## config.mk

```make
export PLATFORM = sky130hd
export DESIGN_NAME = command_decoder_flat
export DESIGN_NICKNAME = d
export VERILOG_FILES = /design/src/rtl/command_decoder_pkg.sv /design/src/rtl/command_decoder_if.sv /design/src/rtl/command_decoder_idle_timer.sv /design/src/rtl/command_decoder.sv /design/src/flat_wrapper.sv
export SDC_FILE = /design/constraint.sdc
export NUM_CORES = 1
export LEC_CHECK = 0
export BUFFER_PORTS_ARGS = -buffer_cell sky130_fd_sc_hd__buf_2
export CAP_MARGIN = 40
export CORE_MARGIN = 4
export CORE_UTILIZATION = 45
export DETAILED_ROUTE_END_ITERATION = 10
export PLACE_DENSITY = 0.76
export SYNTH_ARGS = -nofsm -noshare
export SYNTH_HDL_FRONTEND = slang
export SYNTH_SLANG_ARGS = --single-unit
```

## constraint.sdc

```tcl
create_clock -name clk -period 4.6 [get_ports clk]
set_input_delay 0.46 -clock clk [delete_from_list [all_inputs] [get_ports clk]]
set_output_delay 0.46 -clock clk [all_outputs]
set_load 0.1 [all_outputs]
```

## src/rtl/command_decoder_pkg.sv

```systemverilog
// Shared types for the byte-stream command decoder: opcodes, length table,
// error codes and FSM states.
package command_pkg;

    typedef enum logic [7:0] {
        OP_NOP       = 8'h00,
        OP_WRITE_REG = 8'h01,
        OP_DRAW      = 8'h02,
        OP_SET_COLOR = 8'h03
    } opcode_e;

    typedef enum logic [1:0] {
        ERR_NONE     = 2'd0,
        ERR_UNKNOWN  = 2'd1,
        ERR_TIMEOUT  = 2'd2,
        ERR_CHECKSUM = 2'd3
    } err_e;

    typedef enum logic [1:0] {
        S_IDLE,
        S_PAYLOAD,
        S_CHECK,
        S_HOLD
    } state_e;

    function automatic logic op_known(input logic [7:0] op);
        return op <= OP_SET_COLOR;
    endfunction

    function automatic logic [3:0] op_len(input logic [7:0] op);
        logic [3:0] len;
        len = 4'd0;
        case (op)
            OP_WRITE_REG: len = 4'd2;
            OP_DRAW:      len = 4'd8;
            OP_SET_COLOR: len = 4'd3;
            default:      len = 4'd0;
        endcase
        return len;
    endfunction

endpackage

```

## src/rtl/command_decoder_if.sv

```systemverilog
// FIFO-read and command-output bundle of the command decoder.
interface command_decoder_if #(
    parameter int MAX_PAYLOAD = 8
);
    logic                     fifo_read_ready;
    logic [7:0]               fifo_data;
    logic                     fifo_read_en;
    logic                     cmd_valid;
    logic                     cmd_ready;
    logic [7:0]               cmd_opcode;
    logic [8*MAX_PAYLOAD-1:0] cmd_payload;
    logic                     error;
    logic [1:0]               error_code;

    modport master (
        input  fifo_read_ready, fifo_data, cmd_ready,
        output fifo_read_en, cmd_valid, cmd_opcode,
        output cmd_payload, error, error_code
    );

    modport slave (
        output fifo_read_ready, fifo_data, cmd_ready,
        input  fifo_read_en, cmd_valid, cmd_opcode,
        input  cmd_payload, error, error_code
    );
endinterface

```

## src/rtl/command_decoder_idle_timer.sv

```systemverilog
// Saturating idle counter; expired fires on the cycle the count would
// reach LIMIT. LIMIT = 0 disables it.
module IdleTimer #(
    parameter int LIMIT = 1024
) (
    input  logic clk,
    input  logic rstn,
    input  logic clear,
    input  logic enable,
    output logic expired
);
    localparam int W = $clog2(LIMIT + 2);

    logic [W-1:0] cnt;

    always_ff @(posedge clk or negedge rstn) begin
        if (!rstn) begin
            cnt <= '0;
        end else if (clear) begin
            cnt <= '0;
        end else if (enable && cnt != W'(LIMIT)) begin
            cnt <= cnt + 1'b1;
        end
    end

    assign expired = (LIMIT != 0) && enable
                     && (cnt == W'(LIMIT - 1));
endmodule

```

## src/rtl/command_decoder.sv

```systemverilog
// Frames FIFO bytes into opcode+payload commands on a valid/ready port.
// COMMAND_DECODER_CHECKSUM_EN adds a trailing XOR checksum byte.
module command_decoder
    import command_pkg::*;
#(
    parameter int MAX_PAYLOAD    = 8,
    parameter int TIMEOUT_CYCLES = 1024
) (
    input logic               clk,
    input logic               rstn,
    command_decoder_if.master bus
);
    localparam int IW = $clog2(MAX_PAYLOAD + 1);

`ifdef COMMAND_DECODER_CHECKSUM_EN
    localparam state_e S_DONE = S_CHECK;
`else
    localparam state_e S_DONE = S_HOLD;
`endif

    state_e                   state, state_n;
    logic [7:0]               opcode_q;
    logic [8*MAX_PAYLOAD-1:0] payload_q;
    logic [IW-1:0]            idx_q;
    logic                     err_q, err_n;
    logic [1:0]               code_q, code_n;
    logic                     rd_en, pop;
    logic                     last_byte, expired;
    logic                     tmr_clear, tmr_en;

    assign pop = bus.fifo_read_en & bus.fifo_read_ready;
    assign last_byte =
        (int'(idx_q) + 1 == int'(op_len(opcode_q)));

`ifdef COMMAND_DECODER_CHECKSUM_EN
    logic [7:0] csum;
    always_comb begin
        csum = opcode_q;
        for (int i = 0; i < MAX_PAYLOAD; i++)
            csum ^= payload_q[8*i +: 8];
    end
`endif

    always_ff @(posedge clk or negedge rstn) begin
        if (!rstn) state <= S_IDLE;
        else       state <= state_n;
    end

    always_comb begin
        state_n = state;
        rd_en   = 1'b0;
        err_n   = 1'b0;
        code_n  = ERR_NONE;
        unique case (state)
            S_IDLE: begin
                rd_en = bus.fifo_read_ready;
                if (pop) begin
                    if (!op_known(bus.fifo_data)) begin
                        err_n  = 1'b1;
                        code_n = ERR_UNKNOWN;
                    end else if (op_len(bus.fifo_data) == 4'd0) begin
                        state_n = S_DONE;
                    end else begin
                        state_n = S_PAYLOAD;
                    end
                end
            end
            S_PAYLOAD: begin
                rd_en = bus.fifo_read_ready;
                if (pop && last_byte) begin
                    state_n = S_DONE;
                end else if (expired) begin
                    err_n   = 1'b1;
                    code_n  = ERR_TIMEOUT;
                    state_n = S_IDLE;
                end
            end
            S_CHECK: begin
`ifdef COMMAND_DECODER_CHECKSUM_EN
                rd_en = bus.fifo_read_ready;
                if (pop) begin
                    if (bus.fifo_data == csum) begin
                        state_n = S_HOLD;
                    end else begin
                        err_n   = 1'b1;
                        code_n  = ERR_CHECKSUM;
                        state_n = S_IDLE;
                    end
                end else if (expired) begin
                    err_n   = 1'b1;
                    code_n  = ERR_TIMEOUT;
                    state_n = S_IDLE;
                end
`else
                state_n = S_IDLE;
`endif
            end
            S_HOLD: begin
                if (bus.cmd_ready) state_n = S_IDLE;
            end
        endcase
    end

    always_ff @(posedge clk or negedge rstn) begin
        if (!rstn) begin
            opcode_q  <= '0;
            payload_q <= '0;
            idx_q     <= '0;
            err_q     <= 1'b0;
            code_q    <= ERR_NONE;
        end else begin
            err_q <= err_n;
            if (err_n) code_q <= code_n;
            if (state == S_IDLE && pop) begin
                opcode_q  <= bus.fifo_data;
                payload_q <= '0;
                idx_q     <= '0;
            end
            if (state == S_PAYLOAD && pop) begin
                for (int i = 0; i < MAX_PAYLOAD; i++)
                    if (int'(idx_q) == i)
                        payload_q[8*i +: 8] <= bus.fifo_data;
                if (idx_q != IW'(MAX_PAYLOAD))
                    idx_q <= idx_q + 1'b1;
            end
        end
    end

    // Only PAYLOAD and CHECK wait on the FIFO, so only they age.
    assign tmr_clear = pop || state == S_IDLE
                       || state == S_HOLD;
    assign tmr_en = !pop && (state == S_PAYLOAD
                             || state == S_CHECK);

    IdleTimer #(
        .LIMIT (TIMEOUT_CYCLES)
    ) u_timer (
        .clk     (clk),
        .rstn    (rstn),
        .clear   (tmr_clear),
        .enable  (tmr_en),
        .expired (expired)
    );

    // Gated by rstn so nothing is popped while reset is held.
    assign bus.fifo_read_en = rd_en & rstn;
    assign bus.cmd_valid    = (state == S_HOLD);
    assign bus.cmd_opcode   = opcode_q;
    assign bus.cmd_payload  = payload_q;
    assign bus.error        = err_q;
    assign bus.error_code   = code_q;
endmodule

```

## src/flat_wrapper.sv

```systemverilog
// flat-port wrapper written by rule: the top's interface ports become plain ports
module command_decoder_flat import command_pkg::*;
#(
    parameter int MAX_PAYLOAD    = 8,
    parameter int TIMEOUT_CYCLES = 1024
)
  (clk, rstn, bus_fifo_read_ready, bus_fifo_data, bus_cmd_ready, bus_fifo_read_en, bus_cmd_valid, bus_cmd_opcode, bus_cmd_payload, bus_error, bus_error_code);
  command_decoder_if #(.MAX_PAYLOAD(MAX_PAYLOAD)) bus_i ();
  input logic clk;
  input logic rstn;
  input wire logic [$bits(bus_i.fifo_read_ready)-1:0] bus_fifo_read_ready;
  input wire logic [$bits(bus_i.fifo_data)-1:0] bus_fifo_data;
  input wire logic [$bits(bus_i.cmd_ready)-1:0] bus_cmd_ready;
  output wire logic [$bits(bus_i.fifo_read_en)-1:0] bus_fifo_read_en;
  output wire logic [$bits(bus_i.cmd_valid)-1:0] bus_cmd_valid;
  output wire logic [$bits(bus_i.cmd_opcode)-1:0] bus_cmd_opcode;
  output wire logic [$bits(bus_i.cmd_payload)-1:0] bus_cmd_payload;
  output wire logic [$bits(bus_i.error)-1:0] bus_error;
  output wire logic [$bits(bus_i.error_code)-1:0] bus_error_code;
  assign bus_i.fifo_read_ready = bus_fifo_read_ready;
  assign bus_i.fifo_data = bus_fifo_data;
  assign bus_i.cmd_ready = bus_cmd_ready;
  assign bus_fifo_read_en = bus_i.fifo_read_en;
  assign bus_cmd_valid = bus_i.cmd_valid;
  assign bus_cmd_opcode = bus_i.cmd_opcode;
  assign bus_cmd_payload = bus_i.cmd_payload;
  assign bus_error = bus_i.error;
  assign bus_error_code = bus_i.error_code;
  command_decoder #(.MAX_PAYLOAD(MAX_PAYLOAD), .TIMEOUT_CYCLES(TIMEOUT_CYCLES)) u_core (.clk(clk), .rstn(rstn), .bus(bus_i));
endmodule
```

==> metrics, run 1 <==
ant diodes 0; die area 10,600 µm²; Initial Utilization 0.464; Synth cell types 49; Hold Vio Cnt, Final 0; P&R area growth vs syn 17.0%; Starting DRT DRC Count 167; CTS H-tree depth 3; slew at the pin with the worst max-slew slack 0.801 ns; Avg WL per Cell 15.9 µm; io pins 89; Reg-to-Reg End u_core.idx_q[3]$_DFF_PN0_; die height 103 µm; Worst path max stage delay 0.59 ns; core area 8760 µm²; Worst-Skew Late Latency 0.36 ns; total track usage 0.196; Yosys warning count 0; Post-DRT Antenna Nets 0; layout cells sized above 1 0.224; antenna violations before repair 0; CTS Buf Count 9; # port buffers 88; Synth top area share 0.566; Synth Flop Type dfrtp_1; Reg clk slew, reported paths 0.09 ns; Total Routed Length 9890 µm; leading area contributor after synthesis dfrtp_1; P per Cell Area 619 nW/µm²; Area after DPL 4580 µm²; min cycle time layout 2.51 ns; Max stage delay cell, worst path nand3_2; fmax 0.398 GHz; critical path class flop to flop; #FFs+latches synth 92; GRT overflow 0; first-pass GRT wire length 15,900 µm; syn nets 451; first-pass iteration count of the detailed router 4; Setup Skew 0.0117 ns; maxcap violations 0; vias post-DR 3,318; mean post-synth cell area 9.47 µm²; most common cell after layout, fill and taps aside dfrtp_1; Req. time, crit path 4.85 ns; Worst Setup End Kind flop; RR Startpoint u_core.state[0]$_DFFE_PN0P_; worst path cell trace inv_1 -> ha_1 -> nand3_2 -> buf_4 -> and2_1 -> o21ai_0 -> o31ai_1; hold crit path type input pin to asynchronous set/reset pin; CP Max Fanout 50; Post-CTS Setup Bufs 0; non-filler cells in the finished layout 621; fin nets 529; R2R Setup Slk 2.09 ns; WP data arrival 2.76 ns; row count 34; ranking of synthesized cells by area dfrtp_1 (57%), o21ai_0 (9.7%), nand2_1 (8.0%), nand3_1 (5.5%), ha_1 (2.8%); fill count 804; period utilization 0.546; r2r worst-path depth 7; CTS root buf clkbuf_8; Residual DRC 0; cts hold-fix bufs 0; Die X 103 µm; commonest cells after routing, fill and taps aside dfrtp_1 (92), nand2_1 (87), buf_2 (87), o21ai_0 (79), nand3_1 (44); RSZ-0062 raised after global routing false; # placed instances 605; Cell Area, Synth 4070 µm²; final number of setup-violating endpoints 0; PostCTS Resize Cnt 0; Post-Syn Instances 430; Worst Setup Start Kind flop; asr flop ratio synth 1.00; final hold slack 0.0311 ns; sequential share of the synthesized area 0.566; largest net degree at the start of global routing 67; Leak Pwr 2.40 nW; setup TNS 0 ns; status complete, no violations; CTS tree yes; peak supply drop 0.000556 V; gp weighted congestion 0.788; Slew HR 0.466; Slew Viols, Final 0; Final HPWL DP 7010 µm; DR vias/cell 5.34; clk buf depth 2; post-route cell area 4760 µm²; vias in the first global route 3,191; Clock Sinks 92; Post-synth EDFFs 0
## layout make-up
| type | instances | area [µm²] | share of cell area |
|---|---|---|---|
| sequential | 92 | 2300 | 0.484 |
| multi-input combinational | 294 | 1600 | 0.337 |
| timing repair buffer | 90 | 458 | 0.0962 |
| clock buffer | 12 | 135 | 0.0284 |
| tap | 108 | 135 | 0.0284 |
| inverter | 21 | 78.8 | 0.0166 |
| clock inverter | 4 | 48.8 | 0.0102 |
## how the worst max path moves through the flow
stage	start	to	slack, ns	depth (start not counted)
floorplan	u_core.state[0]$_DFFE_PN0P_	u_core.u_timer.cnt[7]$_DFFE_PN0P_	2.21	8
global placement	rstn	u_core.idx_q[3]$_DFF_PN0_	2.07	6
detailed placement	rstn	u_core.idx_q[3]$_DFF_PN0_	2.05	6
CTS	u_core.state[0]$_DFFE_PN0P_	u_core.idx_q[3]$_DFF_PN0_	2.11	7
global route	u_core.state[1]$_DFFE_PN0P_	u_core.idx_q[3]$_DFF_PN0_	1.88	7
finish	u_core.state[0]$_DFFE_PN0P_	u_core.idx_q[3]$_DFF_PN0_	2.09	7
## power by group
part	switching, W	internal [W]	leakage [nW]
combinational	0.00113	0.000254	1.05
clock	0.000276	0.000252	0.0947
sequential	0.000101	0.000932	1.25
total	0.00151	0.00144	2.40
## cells by family after synthesis
| group | after synthesis | share of synthesized area |
|---|---|---|
| buffers and inverters | 44 | 0.0418 |
| flip-flops | 92 | 0.566 |
| AND/OR/NAND/NOR | 175 | 0.198 |
| XOR/XNOR | 7 | 0.0151 |
| multiplexers | 3 | 0.00891 |
| AO/OA/AOI/OAI | 100 | 0.143 |
| adder cells (fa/ha/maj) | 9 | 0.0277 |
## registers in the layout, indices dropped and copies added (netlist names)
signal / cells
u_core.bus.cmd_opcode: 8
u_core.bus.error: 1
u_core.bus.cmd_payload: 64
u_core.idx_q: 4
u_core.u_timer.cnt: 11
u_core.bus.error_code: 2
u_core.state: 2
## layer usage
metal  part of all wire  global-route usage
met1               0.45               0.267
met2               0.47               0.301
met3              0.067              0.0447
met4              0.020              0.0837
met5                  0                   0
## critical path, delay by kind of cell, from the launching register on
kind	cells	cell delay (ns)
buffers and inverters	2	0.59
flip-flops	1	0.42
adder cells (fa/ha/maj)	1	0.32
AND/OR/NAND/NOR	2	0.80
AO/OA/AOI/OAI	2	0.25
## cell usage after synthesis, types with 4 or more instances
cell type	n
buf_1	4
nand2_1	87
and2_1	5
a21oi_1	4
nor2_1	14
xor2_1	4
buf_2	4
dfrtp_1	92
inv_1	21
clkbuf_1	15
ha_1	9
o21ai_0	79
nand3_1	45
## through the flow
stage               setup slack [ns]  utilization  power (W)
floorplan                       2.21            -    0.00217
global placement                2.07        0.522    0.00241
detailed placement              2.05        0.522    0.00244
CTS                             2.11        0.543    0.00296
global route                    1.88        0.543    0.00309
finish                          2.09        0.543    0.00295
(Power assumes the default switching activity.)
==> run 2, diff against run 1 <==
Clock period 4.6 ns to 2.6 ns, I/O delays scaled along.
==> metrics, run 2 (synthesis results as in run 1) <==
hold crit path type input pin to flop; CTS tree yes; clk buf depth 2 (unchanged); max FFs per register 64 (unchanged); Clock Sinks 92 (unchanged); total track usage 0.198 (+0.00217); largest net degree at the start of global routing 50 (-25%); Initial Utilization 0.464 (unchanged); P per Cell Area 1100 nW/µm² (+78%); CTS root buf clkbuf_8; cts hold-fix bufs 1 (+1); Worst-Skew Late Latency 0.37 ns (about the same); io pins 89 (unchanged); vias in the first global route 3,254 (+2.0%); Die X 103 µm (unchanged); critical path's top delay family compound AO/OA/AOI/OAI gates; die height 103 µm (unchanged); CTS H-tree depth 3 (unchanged); Slew HR 0.668 (+0.202); maxcap violations 0 (unchanged); Reg-to-Reg End u_core.state[0]$_DFFE_PN0P_; CP startpoint u_core.state[0]$_DFFE_PN0P_; r2r worst-path depth 7 (unchanged); final number of setup-violating endpoints 0 (unchanged); critical path depth in cells 7 (unchanged); commonest cells after routing, fill and taps aside dfrtp_1 (92), nand2_1 (87), buf_2 (87), o21ai_0 (79), nand3_1 (44); Starting DRT DRC Count 144 (-14%); setup TNS 0 ns (unchanged); fmax 0.422 GHz (+5.9%); fin nets 533 (+0.76%); core area 8760 µm² (unchanged); Buffers & Inverters on Critical Path 1 (-1); # port buffers 88 (unchanged); Final HPWL DP 7050 µm (+0.60%); most common cell after layout, fill and taps aside dfrtp_1; slew at the pin with the worst max-slew slack 0.501 ns (-0.300 ns); Setup crit end u_core.state[0]$_DFFE_PN0P_; gp weighted congestion 0.868 (+10%); CTS Buf Count 9 (unchanged); Leak Pwr 2.44 nW (+1.7%); row count 34 (unchanged); P&R area growth vs syn 19.1%; Avg WL per Cell 15.8 µm (-0.80%); Worst Setup Start Kind flop; Pwr Total 0.00533 W (+81%); layout cells sized above 1 0.234 (+0.00987); Slew Viols, Final 0 (unchanged); PostCTS Resize Cnt 0 (unchanged); R2R Setup Slk 0.23 ns (-1.86 ns); Worst Setup End Kind flop; antenna violations before repair 0 (unchanged); min cycle time layout 2.37 ns (-0.141 ns); first-pass iteration count of the detailed router 4 (unchanged); vias post-DR 3,340 (+0.66%); first-pass GRT wire length 16,300 µm (+2.5%); GRT overflow 0 (unchanged); FF/Latch Area 2300 µm² (unchanged); period utilization 0.912 (+0.366); Worst path max stage delay 0.42 ns (-0.17 ns); RR Startpoint u_core.state[0]$_DFFE_PN0P_; RSZ-0062 raised after global routing false; Residual DRC 0 (unchanged); fill count 811 (+0.87%); Post-CTS Setup Bufs 0 (unchanged); worst path cell trace inv_1 -> ha_1 -> o211ai_1 -> nand3_1 -> o31a_1 -> o22ai_2 -> mux2_1; area occupied by multi-input gates 1600 µm² (unchanged); ant diodes 0 (unchanged); Post-DRT Antenna Nets 0 (unchanged); Setup Skew 0.0194 ns (+0.00769 ns); Req. time, crit path 2.84 ns (-2.01 ns); critical path class flop to flop; Hold Vio Cnt, Final 0 (unchanged); CP Max Fanout 7 (-86%); status complete, no violations; Max stage delay cell, worst path dfrtp_1; WP data arrival 2.61 ns (-0.15 ns); DR vias/cell 5.34 (about the same); Reg clk slew, reported paths 0.10 ns (about the same); peak supply drop 0.000789 V (+42%); Total Routed Length 9880 µm (-0.16%); die area 10,600 µm² (unchanged)
==> run 2: cell types whose count changed in the layout (fill, tap and decap cells not counted), sizes merged <==
cell,before,now
buf,90,93
dlygate4sd3,0,1
clkbuf,12,9
inv,22,25
==> run 2: worst min-delay path: cells and delay by family <==
family	cells	cell delay, ns
compound gates	1	0.07
buf+inv	1	0.15
simple gates	1	0.06
==> run 2: layout make-up <==
cell class	instances	share of cell area
sequential	92	0.475
multi-input combinational	294	0.331
timing repair buffer	94	0.105
tap	108	0.0279
clock buffer	9	0.0256
clock inverter	7	0.0191
inverter	21	0.0163
==> run 2: how the worst min path moves through the flow <==
stage | start | endpoint | slack, ns | cells after the start
finish | bus_fifo_data[1] | u_core.bus.cmd_payload[25]$_DFF_PN0_ | 0.21 | 3
global route | bus_fifo_data[5] | u_core.bus.cmd_payload[21]$_DFF_PN0_ | 0.21 | 3
CTS | bus_fifo_data[5] | u_core.bus.cmd_payload[21]$_DFF_PN0_ | 0.20 | 3
detailed placement | rstn | u_core.state[0]$_DFFE_PN0P_ | 0.11 | 1
global placement | rstn | u_core.state[0]$_DFFE_PN0P_ | 0.11 | 1
floorplan | rstn | u_core.bus.cmd_opcode[0]$_DFFE_PN0P_ | -0.04 | 0
==> run 2: per-layer routing <==
layer	GRT usage	share of wire	vias to the layer above
li1	-	-	1615
met3	0.0372	0.054	18
met1	0.268	0.46	1602
met5	0	0	-
met4	0.0657	0.017	0
met2	0.321	0.47	105
==> run 2: stage by stage <==
| stage | instance area [µm²] | hold WS (ns) | instances | util | setup slack [ns] |
|---|---|---|---|---|---|
| after floorplan | 4070 | -0.0356 | 430 | - | 0.214 |
| after global placement | 4590 | 0.110 | 607 | 0.524 | 0.388 |
| after detailed placement | 4620 | 0.113 | 608 | 0.527 | 0.255 |
| after CTS | 4850 | 0.195 | 625 | 0.553 | 0.226 |
| after global routing | 4850 | 0.210 | 625 | 0.553 | 0.0713 |
| final | 4850 | 0.213 | 625 | 0.553 | 0.229 |
==> run 2: power by group <==
| part | switching [W] | total [W] | internal (W) |
|---|---|---|---|
| combinational | 0.00200 | 0.00247 | 0.000467 |
| sequential | 0.000175 | 0.00182 | 0.00165 |
| clock | 0.000562 | 0.00103 | 0.000471 |
| total | 0.00274 | 0.00533 | 0.00259 |
==> run 3, diff against run 2 <==
Settings changed: ABC_AREA set to 1.
==> metrics, run 3 <==
maxcap violations 0 (unchanged); fmax 0.486 GHz (+15%); Post-CTS Setup Bufs 0 (unchanged); Post-synth EDFFs 0 (unchanged); Final HPWL DP 7300 µm (+3.6%); Req. time, crit path 2.34 ns (-0.50 ns); Die X 104 µm (+0.70%); Synth cell types 30 (-39%); die height 104 µm (+0.70%); die area 10,800 µm² (+1.4%); #FFs+latches synth 92 (unchanged); P&R area growth vs syn 18.9%; first-pass GRT wire length 17,400 µm (+6.8%); R2R Setup Slk 0.59 ns (+0.36 ns); max FFs per register 64 (unchanged); Pwr Total 0.00555 W (+4.2%); Residual DRC 0 (unchanged); Synth Flop Type dfrtp_1; Hold Startpoint bus_fifo_data[7]; core area 8850 µm² (+0.97%); gp weighted congestion 0.923 (+6.3%); GRT overflow 0 (unchanged); hold crit path type input pin to flop; leading area contributor after synthesis dfrtp_1; Slew Viols, Final 0 (unchanged); WHS Path Cells 4 (+1); ranking of synthesized cells by area dfrtp_1 (56%), nand3_1 (10%), nand2_1 (6.3%), o21ai_1 (5.4%), o21ai_0 (4.7%); Initial Utilization 0.467 (+0.00260); Slew HR 0.460 (-0.208); Post-Syn Instances 457 (+6.3%); r2r worst-path depth 10 (+3); vias post-DR 3,530 (+5.7%); critical path depth in cells 5 (-2); CTS root buf clkbuf_8; most common cell in the netlist dfrtp_1; P per Cell Area 1130 nW/µm² (+2.7%); total track usage 0.200 (+0.00185); final number of setup-violating endpoints 0 (unchanged); critical path's top delay family buffers and inverters; min cycle time layout 2.06 ns (-0.313 ns); Worst Setup Start Kind flop; Total Routed Length 10,400 µm (+5.4%); RR Startpoint u_core.state[1]$_DFFE_PN0P_; setup TNS 0 ns (unchanged); Hold Vio Cnt, Final 0 (unchanged); layout cells sized above 1 0.232 (-0.00229); Yosys warning count 0 (unchanged); CTS H-tree depth 3 (unchanged); status complete, no violations; Max stage delay cell, worst path buf_2; Hold Path End u_core.bus.cmd_payload[31]$_DFF_PN0_; critical path class flop to primary output; sequential share of the synthesized area 0.557 (-0.00856); Buffers & Inverters on Critical Path 3 (+2); row count 34 (unchanged); Post-DRT Antenna Nets 0 (unchanged); final design utilization 0.555 (+0.00246); slew at the pin with the worst max-slew slack 0.810 ns (+0.308 ns); fill count 795 (-2.0%); Worst Setup End Kind primary output; Synth top area share 0.557 (-0.00856); asr flop ratio synth 1.00 (unchanged); syn nets 478 (+6.0%); synth cell count leaders dfrtp_1 (92), nand3_1 (83), nand2_1 (69); DR vias/cell 5.38 (+0.69%); peak supply drop 0.000595 V (-25%); worst path cell trace inv_1 -> ha_1 -> o21ai_2 -> inv_1 -> buf_2; largest net degree at the start of global routing 83 (+66%); most common cell after layout, fill and taps aside dfrtp_1; clk buf depth 2 (unchanged); Starting DRT DRC Count 128 (-11%); mean post-synth cell area 9.04 µm² (-4.5%); Worst-Skew Late Latency 0.37 ns (about the same); WP data arrival 1.80 ns (-0.81 ns); commonest cells after routing, fill and taps aside dfrtp_1 (92), buf_2 (87), nand3_1 (83), nand2_1 (68), o21ai_1 (45); ant diodes 0 (unchanged); fin nets 565 (+6.0%); Worst path max stage delay 0.44 ns (+0.02 ns); vias in the first global route 3,422 (+5.2%); antenna violations before repair 0 (unchanged); RSZ-0062 raised after global routing false; PostCTS Resize Cnt 0 (unchanged); first-pass iteration count of the detailed router 5 (+1); Reg clk slew, reported paths 0.09 ns (about the same); io pins 89 (unchanged); CTS tree yes; period utilization 0.792 (-0.120); Reg-to-Reg End u_core.u_timer.cnt[5]$_DFFE_PN0P_; most frequent CP cell inv_1; Avg WL per Cell 15.9 µm (+0.44%); CTS Buf Count 9 (unchanged); Leak Pwr 2.55 nW (+4.3%); # port buffers 88 (unchanged); Setup Skew 0.0163 ns (-0.00306 ns); CP Max Fanout 5 (-2); Cell Area, Synth 4130 µm² (+1.5%); Clock Sinks 92 (unchanged)
## run 3: cell types whose count changed after synthesis, sizes merged, moves of 4 or more
cell	change
and2	-5
nand2	-18
o21ai	+4
inv	+23
clkbuf	-6
nor2	+11
nand3	+46
## run 3: what timing repair did
| action | in CTS | in global routing |
|---|---|---|
| hold buffers | 1 | 0 |
| setup endpoints to repair | 0 | 0 |
| endpoints found under the hold margin | 26 | 0 |
## run 3: power by group
group | internal (W) | total (W) | switching (W)
Clock | 0.000546 | 0.00108 | 0.000536
Sequential | 0.00166 | 0.00184 | 0.000185
Combinational | 0.000432 | 0.00262 | 0.00219
Total | 0.00264 | 0.00555 | 0.00291
## run 3: metrics by stage
step	hold slack, ns	cells	worst slack, ns	area, µm²
after floorplan	-0.0356	457	0.591	4130
after global placement	0.306	640	0.740	4690
after detailed placement	0.308	640	0.622	4690
after CTS	0.323	656	0.531	4910
after global routing	0.340	656	0.360	4910
final	0.330	656	0.541	4910
## run 3: how the worst max path moves through the flow
stage / from / end / slack, ns
final: u_core.state[1]$_DFFE_PN0P_ / bus_fifo_read_en / 0.54
after global placement: u_core.state[0]$_DFFE_PN0P_ / u_core.u_timer.cnt[9]$_DFFE_PN0P_ / 0.74
after global routing: u_core.state[0]$_DFFE_PN0P_ / u_core.u_timer.cnt[5]$_DFFE_PN0P_ / 0.36
after floorplan: u_core.state[0]$_DFFE_PN0P_ / u_core.u_timer.cnt[9]$_DFFE_PN0P_ / 0.59
after CTS: u_core.state[1]$_DFFE_PN0P_ / bus_fifo_read_en / 0.53
after detailed placement: u_core.state[1]$_DFFE_PN0P_ / u_core.u_timer.cnt[5]$_DFFE_PN0P_ / 0.62
## run 3: logic make-up (layout without fill, tap and decap cells)
logic type,count (synthesis),in the layout,share of synthesized area
XOR/XNOR,7,7,0.0148
buffers and inverters,62,153,0.0587
AO/OA/AOI/OAI,91,91,0.114
AND/OR/NAND/NOR,196,196,0.229
flip-flops,92,92,0.557
adder cells (fa/ha/maj),9,9,0.0272
## run 3: worst register-to-register path: cells and delay by family, from the launching register on
family	cells	cell delay (ns)
flops	1	0.39
simple gates	4	0.62
buf+inv	3	0.33
compound gates	2	0.33
fa+ha+maj	1	0.25
## run 3: cell type report
cell class                 count  area (µm²)  area share
clock buffer                   9         124      0.0252
multi-input combinational    303        1590       0.324
tap                          108         135      0.0275
timing repair buffer          94         503       0.102
sequential                    92        2300       0.468
inverter                      44         165      0.0336
clock inverter                 6        95.1      0.0193
## run 3: per-layer routing
metal	vias to the layer above	global-route usage	wire, µm
met3	20	0.0311	497
met1	1699	0.264	4460
met5	-	0	0
met4	0	0.0912	248
met2	106	0.325	5210
li1	1705	-	-
